===== src/rtl/pipeline_hazard_ctrl.sv =====
// Load-use stall / taken-branch flush controller for a 5-stage MIPS pipeline.
// Optional macro HAZARD_STATS_EN adds saturating stall/flush cycle counters.
//
// state | meaning
// RUN   | normal flow; resolves branch (priority) or load-use hazard
// STALL | holding PC and IF/ID while bubbles enter ID/EX
// FLUSH | squashing wrong-path instructions in IF/ID and ID/EX
module pipeline_hazard_ctrl #(
  parameter int unsigned LOAD_STALL_CYCLES = 1,
  parameter int unsigned FLUSH_CYCLES      = 1
) (
  input  logic        CLK,
  input  logic        RST_N,
  input  logic [31:0] Instr_ifid,
  input  logic        memread_idex,
  input  logic [4:0]  rt_idex,
  input  logic        branch_taken_ex,
  output logic        pc_write,
  output logic        ifid_write,
  output logic        ifid_flush,
  output logic        idex_flush,
  output logic [1:0]  state,
  output logic [31:0] stall_count,
  output logic [31:0] flush_count
);

  typedef enum logic [1:0] {
    RUN   = 2'd0,
    STALL = 2'd1,
    FLUSH = 2'd2
  } state_t;

  localparam logic [2:0] STALL_RELOAD = 3'(LOAD_STALL_CYCLES - 1);
  localparam logic [2:0] FLUSH_RELOAD = 3'(FLUSH_CYCLES - 1);

  state_t     state_q, state_d;
  logic [2:0] cnt_q, cnt_d;
  logic       hazard;
  logic       pc_w, ifid_w, ifid_f, idex_f;
  logic [4:0] rs_ifid, rt_ifid;
  logic       unused_instr_bits;

  assign rs_ifid           = Instr_ifid[25:21];
  assign rt_ifid           = Instr_ifid[20:16];
  assign unused_instr_bits = ^{Instr_ifid[31:26], Instr_ifid[15:0]};

  assign hazard = memread_idex && (rt_idex != 5'd0) &&
                  ((rt_idex == rs_ifid) || (rt_idex == rt_ifid));

  always_ff @(posedge CLK or negedge RST_N) begin
    if (!RST_N) begin
      state_q <= RUN;
      cnt_q   <= 3'd0;
    end else begin
      state_q <= state_d;
      cnt_q   <= cnt_d;
    end
  end

  always_comb begin
    state_d = state_q;
    cnt_d   = cnt_q;
    pc_w    = 1'b1;
    ifid_w  = 1'b1;
    ifid_f  = 1'b0;
    idex_f  = 1'b0;
    case (state_q)
      RUN: begin
        if (branch_taken_ex) begin
          ifid_f = 1'b1;
          idex_f = 1'b1;
          if (FLUSH_CYCLES > 1) begin
            state_d = FLUSH;
            cnt_d   = FLUSH_RELOAD;
          end
        end else if (hazard) begin
          pc_w   = 1'b0;
          ifid_w = 1'b0;
          idex_f = 1'b1;
          if (LOAD_STALL_CYCLES > 1) begin
            state_d = STALL;
            cnt_d   = STALL_RELOAD;
          end
        end
      end
      STALL: begin
        pc_w   = 1'b0;
        ifid_w = 1'b0;
        idex_f = 1'b1;
        // A zero count can only come from a corrupted state; fall back to RUN.
        if (cnt_q <= 3'd1) begin
          state_d = RUN;
          cnt_d   = 3'd0;
        end else begin
          cnt_d = cnt_q - 3'd1;
        end
      end
      FLUSH: begin
        ifid_f = 1'b1;
        idex_f = 1'b1;
        if (cnt_q <= 3'd1) begin
          state_d = RUN;
          cnt_d   = 3'd0;
        end else begin
          cnt_d = cnt_q - 3'd1;
        end
      end
      default: begin
        state_d = RUN;
        cnt_d   = 3'd0;
      end
    endcase
  end

  // Reset forces hold-and-bubble on the buffers regardless of FSM contents.
  assign pc_write   = RST_N & pc_w;
  assign ifid_write = RST_N & ifid_w;
  assign ifid_flush = ~RST_N | ifid_f;
  assign idex_flush = ~RST_N | idex_f;
  assign state      = RST_N ? state_q : RUN;

`ifdef HAZARD_STATS_EN
  logic [31:0] stall_cnt_q, flush_cnt_q;

  always_ff @(posedge CLK or negedge RST_N) begin
    if (!RST_N) begin
      stall_cnt_q <= 32'd0;
      flush_cnt_q <= 32'd0;
    end else begin
      if (!pc_write && (stall_cnt_q != 32'hFFFF_FFFF)) stall_cnt_q <= stall_cnt_q + 32'd1;
      if (ifid_flush && (flush_cnt_q != 32'hFFFF_FFFF)) flush_cnt_q <= flush_cnt_q + 32'd1;
    end
  end

  assign stall_count = stall_cnt_q;
  assign flush_count = flush_cnt_q;
`else
  assign stall_count = 32'd0;
  assign flush_count = 32'd0;
`endif

endmodule


===== config.mk =====
export PLATFORM = sky130hd
export DESIGN_NAME = pipeline_hazard_ctrl
export DESIGN_NICKNAME = d
export VERILOG_FILES = /design/src/rtl/pipeline_hazard_ctrl.sv
export SDC_FILE = /design/constraint.sdc
export NUM_CORES = 1
export LEC_CHECK = 0
export CAP_MARGIN = 20
export CORE_ASPECT_RATIO = 0.5
export CORE_MARGIN = 8
export CORE_UTILIZATION = 23
export DETAILED_ROUTE_END_ITERATION = 10
export GPL_TIMING_DRIVEN = 1
export PLACE_DENSITY = 0.95
export SLEW_MARGIN = 40
export SYNTH_ARGS = -nofsm -noshare
export SYNTH_HDL_FRONTEND = slang
export SYNTH_SLANG_ARGS = --single-unit

===== constraint.sdc =====
create_clock -name CLK -period 2.25 [get_ports CLK]
set_input_delay 0.5625 -clock CLK [delete_from_list [all_inputs] [get_ports CLK]]
set_output_delay 0.5625 -clock CLK [all_outputs]
set_load 0.05 [all_outputs]

==> results.md, run 1 <==
- The flow ran to the end, but the final reports show violations.
- The checks that failed: setup timing.
- The clock buffers instantiated in the layout total 0.
- For the worst setup path, the data arrival time is 1700 ps.
- The detailed router's first-iteration violation count is 0.
- Power spread over the standard cell area amounts to 460 mW/mm².
- The overall routing resource usage is 4.65%.
- The number of inserted diodes is 0.
- The end point of the critical path is ifid_write.
- The final layout contains routed wiring with a total length of 1580 µm.
- Leaving out fill and tap cells, the most frequent cell in the layout is conb_1.
- The synthesis-to-layout area growth is 13.3%.
- The max-capacitance violation count is 0.
- The number of input and output port buffers inserted is 22.
- The finished cells cover 747 µm².
- At the end of routability-driven placement, the weighted congestion stood at 0.735.
- The kind of cell with the highest combined delay along the critical path is simple AND/OR/NAND/NOR gates.
- After detailed routing, the met2 layer carries 1120 µm of wire.
- Setup violations remaining at the end of the flow were counted as 2.
- The critical setup path kind is in2out.
- The number of cells after detailed placement is 149.
- For this run, the detailed router's first-pass iteration total came to 1.
- Yosys mapped the design onto 11 distinct sky130hd cell types.
- The mux contribution to synthesized area is 0%.
- Counting I/O delays and the setup requirement, the final critical path takes 2260 ps.
- The leakage power of the design is 0.436 nW.
- The area fraction in compound gates after synthesis is 5.12%.
- Once detailed placement completed, the half-perimeter wirelength came to 1500 µm.
- The slowest stage of the critical path is the or4_4 cell.
- In this run the number of cells on the critical path is 5.
- Leaving out fill and tap cells, the most frequent cells in the layout are conb_1, xor2_1, buf_2.
- The share of post-route cells with drive strength above 1 is 21.2%.
- Setup repair after global routing could not meet its margin everywhere.
- The signal on the critical path passes through buf_8 -> or4_4 -> o21ai_4 -> o31a_4 -> buf_12.
- The sequential cells in the finished layout cover a total of 0 µm².
- The peak clock frequency supported by timing is 0.442 GHz.
- Summing the areas of all fa, ha and maj instances in the mapped netlist gives 0% of the synthesized area.
- In this run the top signal layer used is met3.
- The core area is 0.00267 mm².
- The post-detailed-route DRC marker count is 0.
- The worst hold path belongs to the class in2out.
- The total of warnings raised by yosys is 0.
- The number of global-route vias before repair is 399.
- Once placement finished, the instance area stood at 736 µm².
- The final hold slack is 1550 ps.
- The width of the die is 91.7 µm.
- The final worst slack is -11.3 ps.
- Along the worst path, the maximum fanout reaches 3.
- The mean cell area of the mapped netlist is 7.49 µm².
- The number of nets in the layout is 156.
- The total number of sequential cells is 0.
- The wire length of the first global-routing pass is 1960 µm.
- The leftover overflow at the end of global routing is 0.
- The routed wire length per instance is 10.5 µm.
- The die covers 0.00494 mm².
- The total of hold buffers inserted after clock tree synthesis is 0.
- The height of the die is 53.9 µm.
- After detailed routing, the number of vias per cell comes to 2.61.
- The endpoint required time on the critical path is 1690 ps.
- The count of nets left with antenna violations once routing finished came out at 0.
- The number of pins exceeding their max-slew limit in the final report is 0.
- The worst setup path is captured at an output port.
- IR analysis of the VDD net gives a maximum drop of 0.125 mV.
- After synthesis, the largest family of logic cells by area is buffers and inverters.
- The floorplan has 13 rows.
- The synthesized-area fraction occupied by and/or/nand/nor cells is 4.74%.
- The cell area after synthesis is 659 µm².
- For this design the top-level I/O count stands at 111.
- The number of antenna violations at the first check in global routing is 0.
- After synthesis, flip-flops and latches occupy 0% of the total area.
- The via count is 391.
- After technology mapping, the gate count stands at 88.
- The critical path startpoint is rt_idex[3].
- The post-place setup slack is -400 ps.
- The critical path launch point type is an input pin.
- Dividing the final minimum period by the clock period gives 101%.
- The maximum number of pins on one net before global-route repair is 4.
- Of the total synthesized cell area, the portion taken by XOR and XNOR cells is 13.3%.
- Once layout is complete, the cells apart from fillers number 150.
- The buffers plus inverters on the worst setup path is 2.
- The amount of wire on met3 after detailed routing is 121 µm.
- The detailed router put a total of 334 µm of wire on met1.
- The count of final hold-check violations was 0.
- The highest cell delay on the worst timing path is 530 ps.
- The initial cell density of the core is 24.7%.
## power breakdown
group | internal, mW | switching [mW] | leakage (nW)
Sequential | 0 | 0 | 0
Clock | 0 | 0 | 0
Combinational | 0.0537 | 0.290 | 0.436
Total | 0.0537 | 0.290 | 0.436
## timing repair
action	4_1_cts	5_1_grt
setup endpoints to repair	3	3
pin swaps	12	3
gates resized for setup	48	4
setup buffers	1	0
## layer usage
metal	global-route usage (%)	vias up
met3	0.831	0
met2	12.8	22
met1	3.21	177
met4	0	0
met5	0	-
li1	-	192
## Yosys cell counts (all sizes together)
cell	instances	share of area, %
buf	67	76
a22oi	1	1.1
xor2	10	13
o21bai	1	1.1
conb	1	0.57
nor3	2	1.5
or4	1	1.1
o21ai	1	1.3
o31a	1	1.5
nor2	2	1.1
nand2b	1	0.95
## cell families (layout without fill, tap and decap cells)
family                    count (synthesis)  after routing
xor gates and xnor gates                 10             10
and+or+nand+nor                           6              6
buffers and inverters                    67             27
AOI/OAI and AO/OA                         4              4
other                                     1             66
## worst min-delay path by stage
stage,endpoint,from,slack [ps],cells after the start
6_report,idex_flush,memread_idex,1550,4
5_1_grt,idex_flush,memread_idex,1570,4
4_1_cts,idex_flush,rt_idex[3],1670,5
3_5_place_dp,pc_write,RST_N,1850,3
3_3_place_gp,pc_write,RST_N,1840,3
2_1_floorplan,ifid_write,RST_N,1280,1
## worst min-delay path, cell delays in order
cell and delay [ps]:
dlymetal6s2s_1 140, o21ai_4 80, o21bai_2 60, buf_6 140
## stage by stage
step / setup TNS (ps) / total power, mW / util (%)
after detailed placement: -1160 / 0.337 / 27.6
after CTS: -83.5 / 0.334 / 27.4
final: -20.7 / 0.343 / 28.0
after floorplan: -27.4 / 0.367 / -
after global routing: -43.7 / 0.355 / 28.0
after global placement: -1110 / 0.335 / 27.6
## final cells by class
type | count | area [µm²]
tap | 37 | 46.3
multi-input combinational | 86 | 438
fill | 283 | 1920
timing repair buffer | 27 | 263
No activity file was read; power rests on OpenSTA's default activity.
==> run 2: changes to the inputs <==
Settings changed: CELL_PAD_IN_SITES_DETAIL_PLACEMENT set to 1, CELL_PAD_IN_SITES_GLOBAL_PLACEMENT set to 1, CORE_UTILIZATION 23 to 13.
==> run 2 against run 1 <==
Against the previous run:
- the run still ends with setup timing left
- final area grew 10%
- critical path depth up 1
- die area grew 57%
- combinational power increased by 3%
- maximum frequency down 0.70%
- clock-buffer cell count stayed put
- total power grew 3.0%
- cell count is 21% higher
- global-route usage down 0.69 points
- worst setup slack worse by 16 ps
- critical endpoint unchanged
==> results.md, run 2 (synthesis gave the netlist of run 1 again) <==
- The total of hold buffers inserted after clock tree synthesis came to 0 (unchanged).
- The final antenna-violating net count is 0 (unchanged).
- Setup repair after global routing could not meet its margin everywhere.
- The post-detailed-route DRC marker count was 0 (unchanged).
- The final routed wirelength across all metal layers is 1850 µm (+17%).
- The per-cell via count in the routed design is 2.15 (-17%).
- The post-place setup slack is -466 ps (-66.1 ps).
- The overall routing resource usage is 3.97% (-0.69 points).
- The worst endpoint data arrival time was 1710 ps (about the same).
- The width of the die is 117 µm (+27%).
- The leftover overflow at the end of global routing is 0 (unchanged).
- The share of total power in sequential cells is 0% (unchanged).
- The via count came to 392 (+0.26%).
- The net switching component of the power was 294 µW (+1.5%).
- The area growth from synthesis to layout is 25.0%.
- The leakage power of the design is 0.437 nW (+0.20%).
- The worst hold path begins at rt_idex[3].
- The final worst slack is -27.1 ps (-15.9 ps).
- The met2 wirelength from detailed routing is 1440 µm (+29%).
- The core area is 0.00491 mm² (+84%).
- The detailed router's first-iteration violation count was 5 (+5).
- The highest metal layer with signal wires is met4.
- The wire length of the first global-routing pass came to 2480 µm (+27%).
- The total number of sequential cells came to 0 (unchanged).
- The maximum number of pins on one net before global-route repair is 4 (unchanged).
- The highest net fanout along the worst path was 3 (unchanged).
- The boundary pin count is 111 (unchanged).
- The half-perimeter wire length after placement is 1740 µm (+16%).
- The critical path launch point type is an input pin.
- The number of inserted diodes is 0 (unchanged).
- The total of endpoints with negative setup slack in the final report was 3 (+1).
- The cell that appears most often on the critical path is buf_12.
- The clock network power share is 0% (unchanged).
- The internal power is 59.5 µW (+11%).
- The routed wire length per instance is 10.2 µm (-3.4%).
- The worst setup path is of the in2out kind.
- The flow ran to the end, but the final reports show violations.
- The number of clock buffers in the layout came to 0 (unchanged).
- The endpoint required time on the critical path is 1690 ps (about the same).
- The share of post-route cells with drive strength above 1 came to 24.1% (+2.9 points).
- The peak clock frequency supported by timing came to 0.439 GHz (-0.70%).
- The number of global-route vias before repair is 478 (+20%).
- The peak supply drop was 0.0905 mV (-27%).
- The library cells used most frequently in the layout, excluding fill and tap cells, are conb_1, xor2_1, clkbuf_2.
- The final cycle utilization of the critical path is 101% (+0.71 points).
- The switching power share of the total is 83.2% (-1.2 points).
- The post-route minimum period came to 2280 ps (+15.9 ps).
- The number of nets in the layout is 155 (-0.64%).
- The height of the die is 66.4 µm (+23%).
- The area of the die is 0.00775 mm² (+57%).
- The count of filler cells inserted in the layout is 627 (+120%).
- The cell with the largest stage delay on the worst path is o31a_4.
- The leading cell type in the layout, fill and taps excluded is conb_1.
- The initial cell density of the core is 13.4% (-11 points).
- The number of antenna violations at the first check in global routing is 0 (unchanged).
- The area used by sequential logic in the layout is 0 µm² (unchanged).
- The max-capacitance violation count is 0 (unchanged).
- The kind of capture point of the worst setup path is an output port.
- The end point of the critical path is ifid_write.
- The detailed-routing iteration count for the pre-antenna-repair pass came to 2 (+1).
- The final hold slack is 1750 ps (+201 ps).
- The number of input and output port buffers inserted is 22 (unchanged).
- The overall power of the completed layout is 354 µW (+3.0%).
- The checks that failed: setup timing.
- The ratio of total power to cell area was 429 mW/mm² (-6.7%).
- The final weighted congestion in routability-driven placement is 0.667 (-9.2%).
- The wire length on met1 is 304 µm (-9.0%).
- The fraction of power consumed by combinational cells came to 100.0% (about the same).
- The highest cell delay on the worst timing path was 390 ps (-140 ps).
- The critical path goes through buf_12 -> xor2_4 -> nor3_2 -> a22oi_2 -> o31a_4 -> buf_12.
- The critical path startpoint is rt_idex[0].
- The number of placement rows is 18 (+5).
- The amount of wire on met3 after detailed routing came to 80 µm (-34%).
- The number of pins exceeding their max-slew limit in the final report is 0 (unchanged).
- The path class of the tightest hold or removal check is in2out.
- The count of final hold-check violations is 0 (unchanged).
## run 2: cell types whose count changed in the layout (fill, tap and decap cells not counted), sizes merged
cell and delta:
buf -4, dlymetal6s2s -1, clkbuf +5, clkdlybuf4s50 +1
clkdlybuf4s15 +1, dlygate4sd2 -3
## run 2: cell type report
type	count	area [µm²]	area share [%]
well taps	70	87.6	10.6
multi-input cells	86	472	57.2
repair buffers	26	265	32.2
## run 2: worst min-delay path by stage
stage,to,cells past startpoint
3_5_place_dp,pc_write,3
6_report,idex_flush,6
4_1_cts,idex_flush,6
5_1_grt,idex_flush,6
2_1_floorplan,ifid_write,1
3_3_place_gp,ifid_write,3
## run 2: critical path, delay by kind of cell
kind                      cells  cell delay, ps
AOI/OAI and AO/OA             2             510
xor gates and xnor gates      1             170
buffers and inverters         2             260
and+or+nand+nor               1             200
## run 2: repair_timing
action	in CTS	in global routing
gates resized for setup	45	20
setup buffers	1	0
pin swaps	13	12
cloned	0	0
endpoints found under the setup margin	3	3
## run 2: layer usage
metal	GRT usage (%)	vias up
met2	11.5	17
met4	0.632	0
li1	-	186
met5	0	-
met3	0.0911	2
met1	2.07	187
## run 2: power groups by stage
stage                     registers [mW]  clock network [mW]  logic [mW]
final                                  0                   0       0.354
after global routing                   0                   0       0.366
after CTS                              0                   0       0.341
after detailed placement               0                   0       0.337
after global placement                 0                   0       0.335
after floorplan                        0                   0       0.367
## run 2: metrics by stage
stage	cells	TNS [ps]	util [%]	area, µm²
after floorplan	153	-27.4	-	915
after global placement	181	-1190	15.7	769
after detailed placement	181	-1370	15.7	769
after CTS	182	-111	16.4	803
after global routing	182	-141	16.8	825
final	182	-57.8	16.8	825
==> run 3: changes to the inputs <==
Settings changed: SLEW_MARGIN 40 to 10.
==> results of run 3 <==
No change in the layout: final DEF, timing and power equal those of run 2.
==> patch: new RTL, config.mk and constraints of run 1 <==
Add a define of `HAZARD_STATS_EN`.
--- a/src/rtl/pipeline_hazard_ctrl.sv
+++ b/src/rtl/pipeline_hazard_ctrl.sv
@@ -7,2 +7,4 @@
 // FLUSH | squashing wrong-path instructions in IF/ID and ID/EX
+`define HAZARD_STATS_EN
+
 module pipeline_hazard_ctrl #(
Function: changed (Yosys sat finds a counterexample within 4 cycles, from zero or initial values and one cycle with RST_N low).
==> patch against run 1 <==
The flow still finishes with violations (negative setup slack); sequential cell count rose by 64; power increased to 11 times the old value; global-route usage increased by 4.9 points; synthesized cell count grew to 3.3 times the old value; worst setup slack lost 0.12 ns; synthesized area grew to 4.8 times the old value; design area grew to 6.4 times the old value; maximum frequency is 5.2% lower; first-iteration DRC count rose by 67; cell count grew to 3.9 times the old value; routed wire length increased to 5.5 times the old value; largest cell class is now sequential cells.
==> patch: results <==
metrics = {
    "global_routing": {
        "grt_max_degree": 36,
        "grt_pass1_vias": 2697,
        "grt_pass1_wl_um": 13980,
        "track_usage_pct": 9.566,
    },
    "yosys": {
        "ys_top_cells_by_count": "dfrtp_1, xnor2_1, nand3_1",
        "synth_fa_ha_area_share_pct": 0.7896,
        "yosysSeqAreaShare_pct": 50.53,
        "synth_xor_area_share_pct": 19.90,
        "synth_mux_area_share_pct": 0.7106,
        "synthCells": 288,
        "synth_area_leaders": "dfrtp_1, xnor2_1, nand3_1",
        "synth_enable_flop_cells": 0,
        "synth_compound_area_share_pct": 1.658,
        "yosysUniqueCellTypes": 35,
        "ys_warn_count": 0,
    },
    "sta": {
        "setup_violations": 4,
        "fin_setup_tns_ns": -0.3840,
        "setup_ws_ns": -0.1341,
        "fin_skew_ns": 0.004781,
        "holdWs_ns": 0.3134,
    },
    "critical_path": {
        "path_delay_family": "simple AND/OR/NAND/NOR gates",
        "path_max_fanout": 3,
        "worstReg2RegStart": "flush_count[8]$_DFFE_PN0P_",
        "cpMaxStageDelayCell": "or4_4",
        "r2r_cells": 7,
        "cp_data_arrival_time_ns": 1.82,
    },
    "drt": {
        "avgViaCountPerCell": 4.385,
        "wl_um": 8643,
        "drt_iter0_markers": 67,
        "drtPass1Iterations": 4,
    },
    "placement": {
        "dp_hpwl_um": 6695,
        "place_area_mm2": 0.004368,
        "port_buffers": 86,
        "place.gp.congestion": 0.7549,
        "dp.cells": 565,
        "place_ws_ns": -0.5716,
    },
    "layout": {
        "fin_cells": 582,
        "nFillCells": 1311,
        "num-nets-final": 447,
        "layout-drive-gt1-share_pct": 20.94,
    },
    "clocking": {
        "cts_made_buffers": 9,
        "cts_resized": 36,
        "cts_setup_buffers": 1,
        "clock_latency_ns": 0.31,
    },
    "status": {
        "outcome": "finished, violations left",
        "violations": "negative setup slack",
    },
    "worst_hold_path": {
        "hold_path_class": "in -> async",
    },
    "power": {
        "ir_worst_vdd_mv": 0.4433,
        "p_leak_nw": 2.105,
    },
}
[patch: how the worst max path moves through the flow]
stage | from | end | slack, ns
final | rt_idex[2] | ifid_write | -0.13
after global routing | rt_idex[2] | ifid_write | -0.18
after CTS | rt_idex[3] | ifid_write | -0.18
after detailed placement | rt_idex[3] | stall_count[5]$_DFFE_PN0P_ | -0.57
after global placement | rt_idex[1] | ifid_write | -0.54
after floorplan | rt_idex[1] | pc_write | -0.24
[patch: worst reg2reg max path, stage by stage, from the launching register on]
cell	delay, ns
dfrtp_1	0.44
nand3_1	0.16
or4_4	0.58
nor4_4	0.21
nor2_2	0.08
buf_4	0.18
and2_2	0.20
xor2_1	0.14
[patch: cell type report]
type	count	area share [%]
Clock buffer	13	5.909
Inverter	3	0.2374
Multi-Input combinational cell	215	33.00
Sequential cell	64	33.82
Tap cell	176	4.643
Timing Repair Buffer	111	22.40
[patch: metrics by stage]
stage,power [mW],util (%)
5_1_grt,4.055,35.10
3_5_place_dp,2.624,32.32
4_1_cts,3.924,34.63
2_1_floorplan,2.151,-
3_3_place_gp,2.580,32.32
6_report,3.895,35.10
[patch: routing by layer]
| layer | GRT usage (%) | routed length (µm) | up-vias |
|---|---|---|---|
| li1 | - | - | 1232 |
| met2 | 18.11 | 4812 | 39 |
| met1 | 9.989 | 3406 | 1273 |
| met5 | 0 | 0 | - |
| met3 | 3.194 | 324 | 8 |
| met4 | 2.693 | 99 | 0 |
[patch: report_power, final]
group | internal, mW | total, mW | switching (mW) | leakage, nW
sequential | 1.28 | 1.43 | 0.152 | 0.857
combinational | 0.429 | 1.17 | 0.742 | 1.11
clock | 0.846 | 1.29 | 0.443 | 0.140
total | 2.56 | 3.89 | 1.34 | 2.10
